## src/rtl/popcount25_tneuron_seq.sv

```systemverilog
// ---------------------------------------------------------------------------
// popcount25_tneuron_seq
//
// Sequencer for one ternary neuron with fan-in 25*N_CHUNKS. A single shared
// 25-input popcount core is time-multiplexed: each chunk's positive mask and
// then its negative mask are sent through the core, and the two counts are
// accumulated separately. After the last chunk the neuron produces a ternary
// activation from the difference of the two sums, compared against a dead zone.
//
// Ports
//   clk        clock; all state changes on the rising edge
//   rst_n      synchronous active-low reset
//   in_valid   chunk valid
//   in_ready   chunk accepted when in_valid & in_ready (LOAD only)
//   in_pos     input bits with weight +1
//   in_neg     input bits with weight -1
//   cfg_thr    dead-zone threshold, captured with chunk 0
//   pc_in      registered vector presented to the shared popcount core
//   pc_cnt     combinational popcount of pc_in from the core (0..31)
//   out_valid  activation valid
//   out_ready  activation consumed when out_valid & out_ready
//   out_act    01 = +1, 11 = -1, 00 = 0
//   out_diff   signed acc_pos - acc_neg
//   busy       low only when idle in LOAD waiting for chunk 0
// ---------------------------------------------------------------------------
module popcount25_tneuron_seq #(
    parameter int N_CHUNKS = 4,
    parameter int ACC_W    = 8
) (
    input  logic               clk,
    input  logic               rst_n,
    input  logic               in_valid,
    output logic               in_ready,
    input  logic [24:0]        in_pos,
    input  logic [24:0]        in_neg,
    input  logic [ACC_W-1:0]   cfg_thr,
    output logic [24:0]        pc_in,
    input  logic [4:0]         pc_cnt,
    output logic               out_valid,
    input  logic               out_ready,
    output logic [1:0]         out_act,
    output logic signed [ACC_W:0] out_diff,
    output logic               busy
);

    localparam int CNT_W = (N_CHUNKS > 1) ? $clog2(N_CHUNKS) : 1;
    // Wide enough to hold acc + pc_cnt without wrapping, even for small ACC_W.
    localparam int SUM_W = ((ACC_W > 5) ? ACC_W : 5) + 1;

    localparam logic [ACC_W-1:0] ACC_MAX    = '1;
    localparam logic [CNT_W-1:0] LAST_CHUNK = CNT_W'(N_CHUNKS - 1);

    typedef enum logic [1:0] {
        S_LOAD = 2'd0,
        S_POS  = 2'd1,
        S_NEG  = 2'd2,
        S_OUT  = 2'd3
    } state_t;

    state_t             state_q,     state_d;
    logic [CNT_W-1:0]   chunk_cnt_q, chunk_cnt_d;
    logic [ACC_W-1:0]   acc_pos_q,   acc_pos_d;
    logic [ACC_W-1:0]   acc_neg_q,   acc_neg_d;
    logic [ACC_W-1:0]   thr_q,       thr_d;
    logic [24:0]        pos_q,       pos_d;
    logic [24:0]        neg_q,       neg_d;
    logic [24:0]        pc_in_q,     pc_in_d;

    // Saturating accumulate; pc_cnt above 25 is taken at face value.
    function automatic logic [ACC_W-1:0] sat_add(input logic [ACC_W-1:0] acc,
                                                 input logic [4:0]       cnt);
        logic [SUM_W-1:0] sum;
        sum = SUM_W'(acc) + SUM_W'(cnt);
        return (sum > SUM_W'(ACC_MAX)) ? ACC_MAX : sum[ACC_W-1:0];
    endfunction

    // ------------------------------------------------------------------
    // Next-state and datapath
    // ------------------------------------------------------------------
    always_comb begin
        // NOTE: every signal gets a default before the case so no path
        // leaves it unassigned, which would otherwise infer a latch.
        state_d     = state_q;
        chunk_cnt_d = chunk_cnt_q;
        acc_pos_d   = acc_pos_q;
        acc_neg_d   = acc_neg_q;
        thr_d       = thr_q;
        pos_d       = pos_q;
        neg_d       = neg_q;
        pc_in_d     = pc_in_q;
        in_ready    = 1'b0;

        unique case (state_q)
            S_LOAD: begin
                in_ready = 1'b1;
                if (in_valid) begin
                    pos_d   = in_pos;
                    neg_d   = in_neg;
                    // pc_in is registered, so load it on the way into POS.
                    pc_in_d = in_pos;
                    state_d = S_POS;
                    if (chunk_cnt_q == '0) begin
                        acc_pos_d = '0;
                        acc_neg_d = '0;
                        thr_d     = cfg_thr;
                    end
                end
            end
            S_POS: begin
                acc_pos_d = sat_add(acc_pos_q, pc_cnt);
                pc_in_d   = neg_q;
                state_d   = S_NEG;
            end
            S_NEG: begin
                acc_neg_d = sat_add(acc_neg_q, pc_cnt);
                pc_in_d   = '0;
                if (chunk_cnt_q == LAST_CHUNK) begin
                    chunk_cnt_d = '0;
                    state_d     = S_OUT;
                end else begin
                    chunk_cnt_d = chunk_cnt_q + CNT_W'(1);
                    state_d     = S_LOAD;
                end
            end
            S_OUT: begin
                if (out_ready) begin
                    state_d = S_LOAD;
                end
            end
            default: begin
                state_d = S_LOAD;
            end
        endcase
    end

    // ------------------------------------------------------------------
    // State registers (synchronous reset aborts any evaluation in flight)
    // ------------------------------------------------------------------
    always_ff @(posedge clk) begin
        // NOTE: non-blocking assignments so every flop samples the values
        // from before this edge, independent of statement order.
        if (!rst_n) begin
            state_q     <= S_LOAD;
            chunk_cnt_q <= '0;
            acc_pos_q   <= '0;
            acc_neg_q   <= '0;
            thr_q       <= '0;
            pos_q       <= '0;
            neg_q       <= '0;
            pc_in_q     <= '0;
        end else begin
            state_q     <= state_d;
            chunk_cnt_q <= chunk_cnt_d;
            acc_pos_q   <= acc_pos_d;
            acc_neg_q   <= acc_neg_d;
            thr_q       <= thr_d;
            pos_q       <= pos_d;
            neg_q       <= neg_d;
            pc_in_q     <= pc_in_d;
        end
    end

    // ------------------------------------------------------------------
    // Outputs: all derived from registers, so they hold steady in OUT.
    // ------------------------------------------------------------------
    logic signed [ACC_W+1:0] diff_ext;
    logic signed [ACC_W+1:0] thr_ext;

    assign pc_in     = pc_in_q;
    assign out_valid = (state_q == S_OUT);
    assign busy      = !((state_q == S_LOAD) && (chunk_cnt_q == '0));
    assign out_diff  = $signed({1'b0, acc_pos_q}) - $signed({1'b0, acc_neg_q});

    // One extra bit so -thr_q cannot overflow the comparison.
    assign diff_ext  = {out_diff[ACC_W], out_diff};
    assign thr_ext   = {2'b00, thr_q};

    always_comb begin
        out_act = 2'b00;
        if (diff_ext > thr_ext) begin
            out_act = 2'b01;
        end else if (diff_ext < -thr_ext) begin
            out_act = 2'b11;
        end
    end

endmodule

```

## config.mk

```make
export PLATFORM = sky130hd
export DESIGN_NAME = popcount25_tneuron_seq
export DESIGN_NICKNAME = d
export VERILOG_FILES = /design/src/rtl/popcount25_tneuron_seq.sv
export SDC_FILE = /design/constraint.sdc
export NUM_CORES = 1
export LEC_CHECK = 0
export ABC_AREA = 0
export ABC_CLOCK_PERIOD_IN_PS = 10360
export BUFFER_PORTS_ARGS = -buffer_cell sky130_fd_sc_hd__buf_2
export CELL_PAD_IN_SITES_DETAIL_PLACEMENT = 2
export CELL_PAD_IN_SITES_GLOBAL_PLACEMENT = 2
export CORE_MARGIN = 2
export CORE_UTILIZATION = 34
export DETAILED_ROUTE_END_ITERATION = 12
export PLACE_DENSITY = 0.88
export SLEW_MARGIN = 20
export SYNTH_ARGS = -nofsm -noshare
export SYNTH_HDL_FRONTEND = slang
export SYNTH_SLANG_ARGS = --single-unit
export TNS_END_PERCENT = 1
```

## constraint.sdc

```tcl
create_clock -name clk -period 10.36 [get_ports clk]
set_input_delay 2.072 -clock clk [delete_from_list [all_inputs] [get_ports clk]]
set_output_delay 2.072 -clock clk [all_outputs]
set_load 0.005 [all_outputs]
```

---- Word level (Yosys, flattened, before mapping) ----
Index checks and enable logic that the tools add are counted.
cells by class
  $add $sub $neg .......................... 5
  magnitude comparators ................... 4
  equality and inequality tests ........... 7
  mux-type cells .......................... 16
  reductions and logical operators ........ 13
operators with widths
  kind                 count
  $pmux 25 s3          1
  $mux 8               4
  $pmux 8 s2           2
  $mux 25              1
  $add 8x5->9          2
  $gt 9x8->1 const B   2
  $mux 2               6
  $lt 9x10->1          1
  $neg 8->10           1
  $gt 9x9->1           1
  $reduce_and 3->1     3
  $sub 8x8->9          1
  $pmux 2 s4           1
  $eq 2x2->1 const B   3
  $reduce_and 2->1     3
  $logic_not 2->1      2
  $ne 2x2->1 const B   2
  $reduce_bool 2->1    2
  $reduce_bool 3->1    1
  $add 2x1->2 const B  1
  $eq 2x1->1 const B   1
  $ne 2x1->1 const B   1
  $logic_and 1x1->1    1
  $logic_not 1->1      1
  $mux 1               1
word-level totals
  register bits after elaboration ......... 78
  input bits .............................. 67
  output and inout bits ................... 39
  logic and storage cells ................. 52

---- Logic depth before layout (Yosys ltp) ----
  depth after elaboration ................. 4
  mapped depth ............................ 14
  gate-level depth less buffers ........... 14

---- Worst setup path before layout ----
Ideal clock, no wire load.
  path kind ............................... reg2out
  from .................................... register acc_pos_q[0]
  to ...................................... output out_act[1]
  arrival time ............................ 2.877 ns
  required time ........................... 8.288 ns
  path slack .............................. 5.411 ns
  stages on the path, launching flop included .. 15
  path buffers ............................ 0
  path through ............................ dfxtp_1 -> inv_1 -> ha_1 -> inv_1 -> fa_1 -> a21oi_1 -> o21a_1 -> o21ai_0 -> a21oi_1 -> ha_1 -> nor2b_1 -> and3_1 -> and3_2 -> a211o_1 -> and2b_1
between the ends
  word-level cells in the longest chain between the ends .. 4
  elaborated cells between the ends (all ways) .. 5
  classes of those cells .................. 1 x add/sub; 2 x order compare; 2 x mux
ends and longest elaborated chain
  item                    RTL line  RTL
  from (decl)             62        logic [ACC_W-1:0] acc_pos_q, acc_pos_d;
  from (signal assigned)  154       acc_pos_q <= acc_pos_d;
  $sub 8x8->9 (*)         172       assign out_diff = $signed({1'b0, acc_pos_q}) - $signed({1'b0, acc_neg_q});
  net out_diff[8]         42        output logic signed [ACC_W:0] out_diff,
  $lt 9x10->1             182       end else if (diff_ext < -thr_ext) begin
  $mux 2                  182
  $mux 2 (*)              180       if (diff_ext > thr_ext) begin
  to (decl)               41        output logic [1:0] out_act,
The timed path passes the listed nets; every way through them passes the cells marked *.

---- Final worst setup path ----
  from .................................... register acc_pos_q[0]
  to ...................................... output out_act[1]
between the ends
  word-level cells in the longest chain between the ends .. 4
  elaborated cells between the ends (all ways) .. 5
  classes of those cells .................. 1 x add/sub; 2 x order compare; 2 x mux
ends and longest elaborated chain
  item             RTL line
  $sub 8x8->9 (*)  172
  $lt 9x10->1      182
  $mux 2           182
  $mux 2 (*)       180
Every way passes the cells marked *; elsewhere a longest branch is shown, timed or not.

==> flow_summary.ini <==
[clocking]
clock_sinks = 78
cts-resized-gates = 0
postCtsSetupBuffers = 0
cts_tree = yes
cts_buffers = 9
clockRootBuffer = clkbuf_16
clkTransAtPathRegs_ns = 0.06
ctsLongestPathBuffers = 2
clkLatencyLatePin_ns = 0.34
htreeDepth = 3
cts_hold_buffers = 0

[die]
io_pins = 106
core_area_mm2 = 0.0133
design.die.area_mm2 = 0.0146
fp.dieH_um = 121
dieWidth_um = 121
num_rows = 42
initial_core_util = 0.349

[grt]
antenna_found_initial = 1
grt.met1_usage = 0.254
gr-usage-all-layers = 0.220
use_met3 = 0.0481
grt_pass1_vias = 5099
grt_pass1_wl_um = 25500
grt_max_degree = 72
gr-max-usage-layer = met2
gr-total-overflow = 0
gr-usage-met2 = 0.401

[yosys]
seq_area_frac_synth = 0.337
ys_types = 49
synthesis.nets = 678
synth_cells = 569
synthDominantCellAreaShare = 0.337
ys_ff_latch = 78
synth-main-ff-cell = dfxtp_1
synth-edff-count = 0
synth-async-reset-ratio = 0
yosysWarnings = 0
synth.top_cells.by_area = dfxtp_1 (34%), ha_1 (11%), nand2_1 (7.2%), nand3_1 (6.5%), o211a_1 (5.6%)
yosys.area.top_type = dfxtp_1
synth.avg_cell_area_um2 = 8.15
syn-cell-area_mm2 = 0.00464

[hold_path]
min_from = neg_q[17]$_SDFFE_PN0P_
whs_endpoint = neg_q[17]$_SDFFE_PN0P_
hold_class = register to register
hold-path-cell-count = 2

[sta]
worst_slack_ns = 4.57
min_period_ns = 5.79
min_period_over_period = 0.559
tns_ns = 0
fin_skew_ns = 0.00878
fmax_mhz = 173
finalSetupViolations = 0
max-slew-margin-rel = 0.356
worst_hold_slack_ns = 0.473
rsz0062_at_grt = false
tightest_slew_ns = 0.957
hold_viol = 0
slew_viol_final = 0

[cells_and_area]
syn_to_final_growth_pct = 22.0
fin_cells = 841
num_antenna_cells = 0
layout.nets = 769
drive_gt1_frac = 0.198
final_area_mm2 = 0.00566
finalCoreUtilization = 0.425

[setup_path]
required_ns = 8.29
end_kind = output pin
cp_max_fo = 4
reg2reg_depth = 10
arrival_ns = 3.72
r2r_setup_slack_ns = 7.61
critical_path_class = register to output pin
reg2reg_from = acc_neg_q[0]$_SDFFE_PN0P_
reg2reg_to = acc_neg_q[5]$_SDFFE_PN0P_
cp-start-kind = register

[drt]
drc = 0
vias = 4441
postRouteAntennaNets = 0
drt-wirelength-per-cell_um = 18.4
vias_per_cell = 5.28
drt_iter0_drc = 141
wirelength_um = 15500
dr.pass1.iters = 4

[power]
powerDensity_mw_per_mm2 = 227
power.total_mw = 1.28
power_leakage_nw = 2.76
ir_drop_mv = 0.0816

[status]
status = complete, no violations

[placed_design]
gp_congestion = 0.799
dpl.cell_count = 824
io_buffer_count = 105
placed_cell_area_mm2 = 0.00529
pre_cts_ws_ns = 5.03
hpwlAfterDp_um = 10900

[run]
maxCapViolations = 0
Yosys cell counts, types with 2 or more instances:
cell type / instances
nand2_1: 89
dfxtp_1: 78
nand3_1: 60
ha_1: 39
inv_1: 38
a21boi_0: 33
a21oi_1: 28
clkbuf_1: 27
nand2b_1: 26
o211a_1: 26
nor2_1: 18
o21ai_0: 16
xnor2_1: 13
a21o_1: 12
nor2b_1: 9
and3_1: 4
nor3_1: 4
nor4_1: 4
a31oi_1: 3
and2_1: 3
fa_1: 3
o21a_1: 3
o21ai_1: 3
xor2_1: 3
mux2i_1: 2
o31ai_1: 2
layout make-up:
cell class	count	area, um^2
multi-input combinational	425	2830
tap	176	220
inverter	38	143
timing repair buffer	108	568
sequential	78	1560
clock buffer	13	270
clock inverter	3	65.1
fill	1527	7640
placed cells by master, fill, tap and decap left out, types with 16 or more instances in the layout:
cell type and n:
buf_2 105, nand2_1 89, dfxtp_1 78, nand3_1 60, inv_1 38, ha_1 38, a21boi_0 33, a21oi_1 28
nand2b_1 26, o211a_1 26, nor2_1 17, o21ai_0 16
power by group:
| group | switching [mW] | internal, mW |
|---|---|---|
| Sequential | 0.0339 | 0.346 |
| Combinational | 0.308 | 0.237 |
| Clock | 0.128 | 0.231 |
worst max-delay path, cell delays in order (launching register included):
cell and delay, ns:
dfxtp_1 0.33, inv_1 0.06, ha_1 0.15, inv_1 0.06, fa_1 0.40, a21oi_1 0.38, o21a_1 0.20, o21ai_0 0.08
a21oi_1 0.35, ha_1 0.31, nor2b_1 0.14, and3_1 0.19, and3_2 0.20, a211o_1 0.24, and2b_1 0.19, buf_2 0.10
state kept, by name (all words and copies together) (netlist names):
signal / count
chunk_cnt_q: 2
thr_q: 8
pc_in: 25
acc_pos_q: 8
acc_neg_q: 8
neg_q: 25
state_q: 2
how the worst max path moves through the flow:
stage	start	end	slack [ns]	cells past startpoint
finish	acc_pos_q[0]$_SDFFE_PN0P_	out_act[1]	4.57	15
global route	acc_pos_q[0]$_SDFFE_PN0P_	out_act[1]	4.34	15
CTS	acc_pos_q[0]$_SDFFE_PN0P_	out_act[1]	4.56	15
detailed placement	acc_pos_q[0]$_SDFFE_PN0P_	out_act[1]	5.03	15
global placement	acc_pos_q[0]$_SDFFE_PN0P_	out_act[1]	5.18	15
floorplan	acc_pos_q[0]$_SDFFE_PN0P_	out_act[1]	5.41	14
cell families after synthesis:
| kind of cell | share of synthesized area |
|---|---|
| XOR/XNOR | 0.0351 |
| AO/OA/AOI/OAI | 0.211 |
| adder cells (fa/ha/maj) | 0.123 |
| AND/OR/NAND/NOR | 0.235 |
| buffers and inverters | 0.0551 |
| multiplexers | 0.00432 |
| flip-flops | 0.337 |
routing by layer:
metal	up-vias	routed length, um
met4	2	309
met5	-	13
met3	28	646
met1	2170	6550
li1	2139	-
met2	102	7970
No activity file was read; power rests on OpenSTA's default activity.
